File: src/rtl/spi_device_ep.sv
// SPI target endpoint: oversamples SCLK/MOSI/CS_N on clk, receives one word per CS frame, returns a pre-loaded word on MISO.
// Optional saturating abort counter enabled by defining SPI_DEV_ABORT_CNT_EN.
module spi_device_ep #(
    parameter int                    DATA_WIDTH  = 8,
    parameter int                    SYNC_STAGES = 2,
    parameter logic [DATA_WIDTH-1:0] IDLE_WORD   = 8'hFF
) (
    input  logic                  clk,
    input  logic                  rst,
    input  logic                  spi_sclk,
    input  logic                  spi_mosi,
    input  logic                  spi_cs_n,
    output logic                  spi_miso,
    input  logic [DATA_WIDTH-1:0] tx_data,
    input  logic                  tx_valid,
    output logic                  tx_ready,
    output logic [DATA_WIDTH-1:0] rx_data,
    output logic                  rx_valid,
    output logic                  tx_underrun,
    output logic                  frame_abort,
    output logic                  busy,
    output logic [7:0]            abort_cnt
);

    localparam logic [1:0] ST_IDLE  = 2'd0;
    localparam logic [1:0] ST_SHIFT = 2'd1;
    localparam logic [1:0] ST_DONE  = 2'd2;

    localparam int CNT_W   = $clog2(DATA_WIDTH + 1);
    localparam int FLUSH_W = $clog2(SYNC_STAGES + 2);

    function automatic logic [7:0] sat_inc8(input logic [7:0] v);
        return (v == 8'hFF) ? v : v + 8'd1;
    endfunction

    logic [SYNC_STAGES-1:0] sclk_sync_p0, mosi_sync_p0, cs_sync_p0;
    logic                   sclk_d_p1, cs_d_p1;
    logic                   sclk_s, mosi_s, cs_s;
    logic                   sclk_rise, sclk_fall, cs_fall, cs_rise;

    // Stage p0: bus synchronizers; p1: delayed copy for edge detection
    always_ff @(posedge clk or posedge rst) begin
        if (rst) begin
            sclk_sync_p0 <= '0;
            mosi_sync_p0 <= '0;
            cs_sync_p0   <= '1;
            sclk_d_p1    <= 1'b0;
            cs_d_p1      <= 1'b1;
        end else begin
            sclk_sync_p0 <= {sclk_sync_p0[SYNC_STAGES-2:0], spi_sclk};
            mosi_sync_p0 <= {mosi_sync_p0[SYNC_STAGES-2:0], spi_mosi};
            cs_sync_p0   <= {cs_sync_p0[SYNC_STAGES-2:0], spi_cs_n};
            sclk_d_p1    <= sclk_s;
            cs_d_p1      <= cs_s;
        end
    end

    assign sclk_s    = sclk_sync_p0[SYNC_STAGES-1];
    assign mosi_s    = mosi_sync_p0[SYNC_STAGES-1];
    assign cs_s      = cs_sync_p0[SYNC_STAGES-1];
    assign sclk_rise = sclk_s & ~sclk_d_p1;
    assign sclk_fall = ~sclk_s & sclk_d_p1;
    assign cs_fall   = ~cs_s & cs_d_p1;
    assign cs_rise   = cs_s & ~cs_d_p1;

    // The synchronizers reset to CS high, so a CS already low at reset release
    // would look like a fresh fall. Frames are accepted only after the chain has
    // flushed and CS has genuinely been seen high.
    logic [FLUSH_W-1:0] flush_cnt;
    logic               flushed;
    logic               cs_armed;

    assign flushed = (flush_cnt == FLUSH_W'(SYNC_STAGES + 1));

    always_ff @(posedge clk or posedge rst) begin
        if (rst) begin
            flush_cnt <= '0;
            cs_armed  <= 1'b0;
        end else begin
            if (!flushed)
                flush_cnt <= flush_cnt + 1'b1;
            if (flushed && cs_s && cs_d_p1)
                cs_armed <= 1'b1;
        end
    end

    logic [1:0]            state;
    logic                  frame_start;
    logic                  tx_accept;
    logic                  hold_full;
    logic [DATA_WIDTH-1:0] hold_data;
    logic [DATA_WIDTH-1:0] tx_shift;
    logic [DATA_WIDTH-1:0] rx_shift;
    logic [DATA_WIDTH-1:0] rx_word;
    logic [CNT_W-1:0]      bit_cnt;
    logic                  last_fall;

    assign frame_start = cs_fall && cs_armed && (state == ST_IDLE);
    assign tx_ready    = !hold_full;
    assign tx_accept   = tx_valid && !hold_full;
    assign busy        = (state != ST_IDLE);
    assign last_fall   = sclk_fall && (bit_cnt == CNT_W'(DATA_WIDTH - 1));
    assign rx_word     = {rx_shift[DATA_WIDTH-2:0], mosi_s};

    // A word accepted in the frame-start cycle stays in the hold for the next frame
    always_ff @(posedge clk or posedge rst) begin
        if (rst)
            hold_full <= 1'b0;
        else if (tx_accept)
            hold_full <= 1'b1;
        else if (frame_start)
            hold_full <= 1'b0;
    end

    always_ff @(posedge clk) begin
        if (tx_accept)
            hold_data <= tx_data;
    end

    // Shift datapath: no reset needed, always loaded before use
    always_ff @(posedge clk) begin
        if (frame_start)
            tx_shift <= hold_full ? hold_data : IDLE_WORD;
        else if (state == ST_SHIFT && sclk_rise)
            tx_shift <= {tx_shift[DATA_WIDTH-2:0], 1'b0};
        if (state == ST_SHIFT && sclk_fall)
            rx_shift <= rx_word;
    end

    always_ff @(posedge clk or posedge rst) begin
        if (rst) begin
            state       <= ST_IDLE;
            bit_cnt     <= '0;
            spi_miso    <= 1'b0;
            rx_data     <= '0;
            rx_valid    <= 1'b0;
            tx_underrun <= 1'b0;
            frame_abort <= 1'b0;
        end else begin
            rx_valid    <= 1'b0;
            tx_underrun <= 1'b0;
            frame_abort <= 1'b0;
            case (state)
                ST_IDLE: begin
                    spi_miso <= 1'b0;
                    if (frame_start) begin
                        tx_underrun <= !hold_full;
                        bit_cnt     <= '0;
                        state       <= ST_SHIFT;
                    end
                end
                ST_SHIFT: begin
                    if (sclk_rise)
                        spi_miso <= tx_shift[DATA_WIDTH-1];
                    if (sclk_fall)
                        bit_cnt <= bit_cnt + 1'b1;
                    // A CS release landing on the final fall still completes the word
                    if (last_fall) begin
                        rx_data  <= rx_word;
                        rx_valid <= 1'b1;
                        state    <= cs_rise ? ST_IDLE : ST_DONE;
                    end else if (cs_rise) begin
                        frame_abort <= (bit_cnt != '0) || sclk_fall;
                        state       <= ST_IDLE;
                    end
                end
                ST_DONE: begin
                    if (cs_rise)
                        state <= ST_IDLE;
                end
                default: state <= ST_IDLE;
            endcase
        end
    end

`ifdef SPI_DEV_ABORT_CNT_EN
    logic [7:0] abort_q;

    always_ff @(posedge clk or posedge rst) begin
        if (rst)
            abort_q <= 8'h00;
        else if (frame_abort)
            abort_q <= sat_inc8(abort_q);
    end

    assign abort_cnt = abort_q;
`else
    assign abort_cnt = 8'h00;
`endif

endmodule

File: config.mk
export PLATFORM = sky130hd
export DESIGN_NAME = spi_device_ep
export DESIGN_NICKNAME = d
export VERILOG_FILES = /design/src/rtl/spi_device_ep.sv
export SDC_FILE = /design/constraint.sdc
export NUM_CORES = 1
export LEC_CHECK = 0
export CAP_MARGIN = 20
export CELL_PAD_IN_SITES_DETAIL_PLACEMENT = 1
export CELL_PAD_IN_SITES_GLOBAL_PLACEMENT = 2
export CORE_MARGIN = 5
export CORE_UTILIZATION = 36
export DETAILED_ROUTE_END_ITERATION = 7
export MAX_ROUTING_LAYER = met4
export PLACE_DENSITY_LB_ADDON = 0.1
export SYNTH_ARGS = -nofsm -noshare
export SYNTH_HDL_FRONTEND = slang
export SYNTH_SLANG_ARGS = --single-unit
File: constraint.sdc
create_clock -name clk -period 1.7 [get_ports clk]
set_input_delay 0.255 -clock clk [delete_from_list [all_inputs] [get_ports clk]]
set_output_delay 0.255 -clock clk [all_outputs]
set_load 0.03 [all_outputs]
# Word level (Yosys, flattened, before mapping)
# Index checks and enable logic that the tools add are counted.
totals:
  out_inout_bits: 22
  register_bits: 53
op_classes:
  muxes: 22
  bitwise: 8
  eq_ne: 7
  addsub: 2
  n_reduce_logical: 19
op_table:
  columns: ["op", "count"]
  rows:
  - ["two-way mux 8 bit", 3]
  - ["two-way mux 1 bit", 10]
  - ["logical AND 1 bit", 8]
  - ["two-way mux 2 bit", 4]
  - ["two-way mux 4 bit", 2]
  - ["case mux 4 bit (2 select lines)", 1]
  - ["nonzero test 2 bit", 4]
  - ["inequality test 2 bit (second input constant)", 3]
  - ["case mux 2 bit (3 select lines)", 1]
  - ["adder 4 x 1 -> 4 bit (second input constant)", 1]
  - ["AND 1 bit", 4]
  - ["equality test 2 bit (second input constant)", 2]
  - ["equality test 4 x 3 -> 1 bit (second input constant)", 1]
  - ["inverter 1 bit", 4]
  - ["AND reduction 2 bit", 2]
  - ["nonzero test 4 bit", 1]
  - ["AND reduction 3 bit", 1]
  - ["adder 2 x 1 -> 2 bit (second input constant)", 1]
  - ["equality test 2 x 1 -> 1 bit (second input constant)", 1]
  - ["zero test 2 bit", 1]
  - ["case mux 1 bit (2 select lines)", 1]
  - ["zero test 1 bit", 1]
  - ["logical OR 1 bit", 1]

# Longest topological paths before layout
logic_depth:
  ltp_word: 6
  depth_mapped: 6
  ltp_nobuf: 5

# Least setup slack after synthesis
# OpenSTA, ideal clock, no wires.
synth_path:
  kind: "flip-flop to flip-flop"
  start: "register state[1]"
  end: "register tx_shift[1] (data pin)"
  t_required_ps: 1548
  path_buffers: 3
  arrival_time_ps: 1400
  path_stages_with_launch: 7
  setup_slack_ps: 148
  path_cell_list: "dfrtp_1 -> buf_6 -> or2_1 -> buf_2 -> or2_1 -> buf_2 -> o21ai_0"
synth_via:
  elab_chain_len: 3
synth_rtl:
  columns: ["item", "line_no", "text"]
  rows:
  - ["from (decl)", "87", "logic [1:0] state;"]
  - ["from (signal assigned)", "161", "state <= cs_rise ? ST_IDLE : ST_DONE;"]
  - ["zero test 2 bit", "98", "assign frame_start = cs_fall && cs_armed && (state == ST_IDLE);"]
  - ["logical AND 1 bit", "98", null]
  - ["two-way mux 8 bit", "122", "if (frame_start)"]
  - ["to (signal assigned)", "123", "tx_shift <= hold_full ? hold_data : IDLE_WORD;"]
  - ["to (signal assigned)", "125", "tx_shift <= {tx_shift[DATA_WIDTH-2:0], 1'b0};"]
  - ["to (decl)", "92", "logic [DATA_WIDTH-1:0] tx_shift;"]
# Every way passes these cells.
# A chain may end at the register's enable or synchronous reset.

# Final worst setup path
layout_path:
  start: "register state[0]"
  end: "output port busy"
layout_via:
  elab_chain_len: 1
layout_rtl:
  columns: ["item", "line_no", "text"]
  rows:
  - ["nonzero test 2 bit", "101", "assign busy = (state != ST_IDLE);"]
  - ["to (decl)", "21", "output logic busy,"]
# Every way passes these cells.

==> impl_metrics.env <==
export IMPL_reg2reg_slack_ns=0.15
export IMPL_critPathTopFamily="flip-flops"
export IMPL_cp_end_kind="primary output"
export IMPL_finalWorstSetupSlack_ns=0.0724
export IMPL_max_cap_violations=0
export IMPL_yosysTopAreaCell="edfxtp_1"
export IMPL_cts_tree="done"
export IMPL_cell_internal_pwr_mw=2.14
export IMPL_fin_cells=262
export IMPL_sw_frac_of_total=0.275
export IMPL_synthFlopType="dfrtp_1"
export IMPL_area_growth_pct=24.5
export IMPL_cts_max_level=2
export IMPL_crit_chain="or2_1 -> buf_4 -> buf_4"
export IMPL_rows=27
export IMPL_crit_path_frequent_cell="buf_4"
export IMPL_pwr_share_clk=0.296
export IMPL_netlist_instances=148
export IMPL_die_w_um=86.5
export IMPL_syn_avg_cell_area_um2=14.2
export IMPL_postSynth_asyncResetShare=0.566
export IMPL_drtPass1Iterations=4
export IMPL_dp_cells=251
export IMPL_coreArea_mm2=0.00561
export IMPL_antenna_found_initial=0
export IMPL_seq_power_share=0.524
export IMPL_fin_skew_ns=0.00528
export IMPL_fin_area_mm2=0.00263
export IMPL_wire_per_inst_um=15.3
export IMPL_rsz0062_at_grt="false"
export IMPL_wl_um=4010
export IMPL_hold_ws_ns=0.330
export IMPL_yosysWarnings=0
export IMPL_powerDensity_mw_per_mm2=1130
export IMPL_clock_sinks=53
export IMPL_crit_path_start_kind="register"
export IMPL_place_port_buffers=27
export IMPL_drv_slew=0
export IMPL_cp_required_ns=1.44
export IMPL_r2r_end="tx_shift[6]"
export IMPL_dpl_hpwl_um=3000
export IMPL_ys_types=39
export IMPL_crit_path_max_fanout=8
export IMPL_nets=206
export IMPL_p_leak_nw=1.08
export IMPL_place_congestion=0.832
export IMPL_num_vias=1218
export IMPL_pre_cts_ws_ns=-0.0231
export IMPL_placed_area_mm2=0.00247
export IMPL_finalCritPeriodShare=0.957
export IMPL_cts_root_buffer="clkbuf_8"
export IMPL_hold_violations=0
export IMPL_track_usage=0.119
export IMPL_synthTopCellsByArea="edfxtp_1, dfrtp_1, mux2_2"
export IMPL_via_per_inst=4.65
export IMPL_dieArea_mm2=0.00749
export IMPL_worst_setup_path_type="register to primary output"
export IMPL_fmax_ghz=0.614
export IMPL_grt_pass1_vias=1307
export IMPL_status="completed"
export IMPL_comb_power_share=0.181
export IMPL_slowest_stage="dfrtp_2"
export IMPL_cp_slowest_stage_delay_ns=0.47
export IMPL_post_route_drc_count=0
export IMPL_drt_initial_drc_count=63
export IMPL_synth_top_cell_area_share=0.328
export IMPL_layout_drive_gt1_share=0.232
export IMPL_grt_pass1_wl_um=6620
export IMPL_ys_ff_latch=53
export IMPL_setup_viol=0
export IMPL_cp_startpoint="state[0]"
export IMPL_clockBufferDepth=2
export IMPL_path_buf_inv=2
export IMPL_initial_core_util=0.376
export IMPL_worstReg2RegStart="cs_sync_p0[1]"
export IMPL_grt_start_max_net_pins=31
export IMPL_path_depth=3
export IMPL_diodes=0
export IMPL_numCtsBuffers=5
export IMPL_io_pins=36
export IMPL_synth_area_mm2=0.00211
export IMPL_clkTransAtPathRegs_ns=0.10
export IMPL_synth_most_common_cell="dfrtp_1"
export IMPL_overflow=0
export IMPL_netlist_top_cells_count="dfrtp_1, edfxtp_1, o21ai_0"
export IMPL_peakVddDrop_v=0.000468
export IMPL_r2r_cells=3
export IMPL_worstHoldPathType="input port to async pin"
export IMPL_final_core_util=0.468
export IMPL_fp_dieH_um=86.5
export IMPL_worstSkewPairLatency_ns=0.31
export IMPL_antenna_left=0
export IMPL_p_sw_uw=813
export IMPL_cp_data_arrival_time_ns=1.37
export IMPL_crit_path_end="busy"
export IMPL_synth_edf_count=23
export IMPL_ys_seq_area_frac=0.685
export IMPL_fin_crit_ns=1.63
## worst min-delay path by stage
stage | to | cells after the start
floorplan | cs_sync_p0[0] | 0
global placement | mosi_sync_p0[1] | 0
detailed placement | cs_sync_p0[1] | 0
CTS | cs_sync_p0[0] | 1
global route | cs_sync_p0[0] | 1
finish | flush_cnt[0] | 3
## layer usage
layer / share of wire / GRT usage / vias up
met4: 0.013 / 0.0382 / 0
met5: 0 / - / -
met2: 0.51 / 0.192 / 27
li1: - / - / 586
met3: 0.038 / 0.0314 / 6
met1: 0.44 / 0.146 / 599
## worst min-delay path, delay by kind of cell
| family | cells | cell delay [ns] |
|---|---|---|
| buffers and inverters | 3 | 0.81 |
## state kept, by name (all words and copies together), names as in the netlist
signal,count
hold_data,8
rx_data,8
tx_shift,8
rx_shift,7
bit_cnt,4
cs_sync_p0,2
flush_cnt,2
mosi_sync_p0,2
sclk_sync_p0,2
state,2
cs_armed,1
cs_d_p1,1
frame_abort,1
hold_full,1
rx_valid,1
sclk_d_p1,1
spi_miso,1
tx_underrun,1
## power by group through the flow
stage	Clock (mW)	Sequential, mW	Combinational (mW)
final	0.874	1.55	0.534
after global placement	0	1.56	0.529
after CTS	0.896	1.55	0.546
after detailed placement	0	1.58	0.552
after global routing	0.952	1.56	0.606
after floorplan	0	1.57	0.324
## metrics by stage
step | power [mW] | TNS, ns
2_1_floorplan | 1.90 | 0
3_3_place_gp | 2.09 | 0
3_5_place_dp | 2.13 | -0.105
4_1_cts | 2.99 | 0
5_1_grt | 3.12 | 0
6_report | 2.96 | 0
## layout by cell type, fill, tap and decap left out, types with 2 or more instances in the layout
cell	synthesis	layout
a21oi_1	2	2
dfrtp_1	27	25
conb_1	1	8
mux2i_1	2	2
buf_4	8	12
edfxtp_1	23	23
o21ai_0	15	15
nor2b_1	3	3
dfstp_2	3	3
ha_1	3	3
inv_1	5	5
nand2_1	2	2
dfrtp_2	0	2
clkbuf_8	0	5
nor2_1	14	14
or2_1	2	2
and2b_2	2	2
nand2b_1	3	3
clkdlybuf4s50_1	0	25
mux2_2	10	10
## cells by family (layout without fill, tap and decap cells)
logic type | after synthesis | count (layout) | share of synthesized area
other | 1 | 8 | 0.00178
xor gates and xnor gates | 1 | 1 | 0.00416
DFF | 53 | 53 | 0.685
muxes | 12 | 12 | 0.0629
buffers and inverters | 18 | 53 | 0.0510
and+or+nand+nor | 33 | 33 | 0.0961
adders and majority gates | 3 | 3 | 0.0178
AOI/OAI and AO/OA | 27 | 27 | 0.0807
## what timing repair did
action | CTS | global route
resized for setup | 1 | 2
hold endpoints to repair | 0 | 0
hold buffers | 0 | 0
pin swaps | 1 | 1
endpoints found under the setup margin | 9 | 9
buffers inserted | 0 | 3
## cell type report
| class | instances | area [um^2] |
|---|---|---|
| Tap cell | 72 | 90.1 |
| Inverter | 6 | 22.5 |
| Multi-Input combinational cell | 84 | 582 |
| Clock inverter | 3 | 45.0 |
| Fill cell | 593 | 2980 |
| Sequential cell | 53 | 1450 |
| Clock buffer | 5 | 68.8 |
| Timing Repair Buffer | 39 | 369 |
Note: power is estimated with default switching activity, not from simulation.
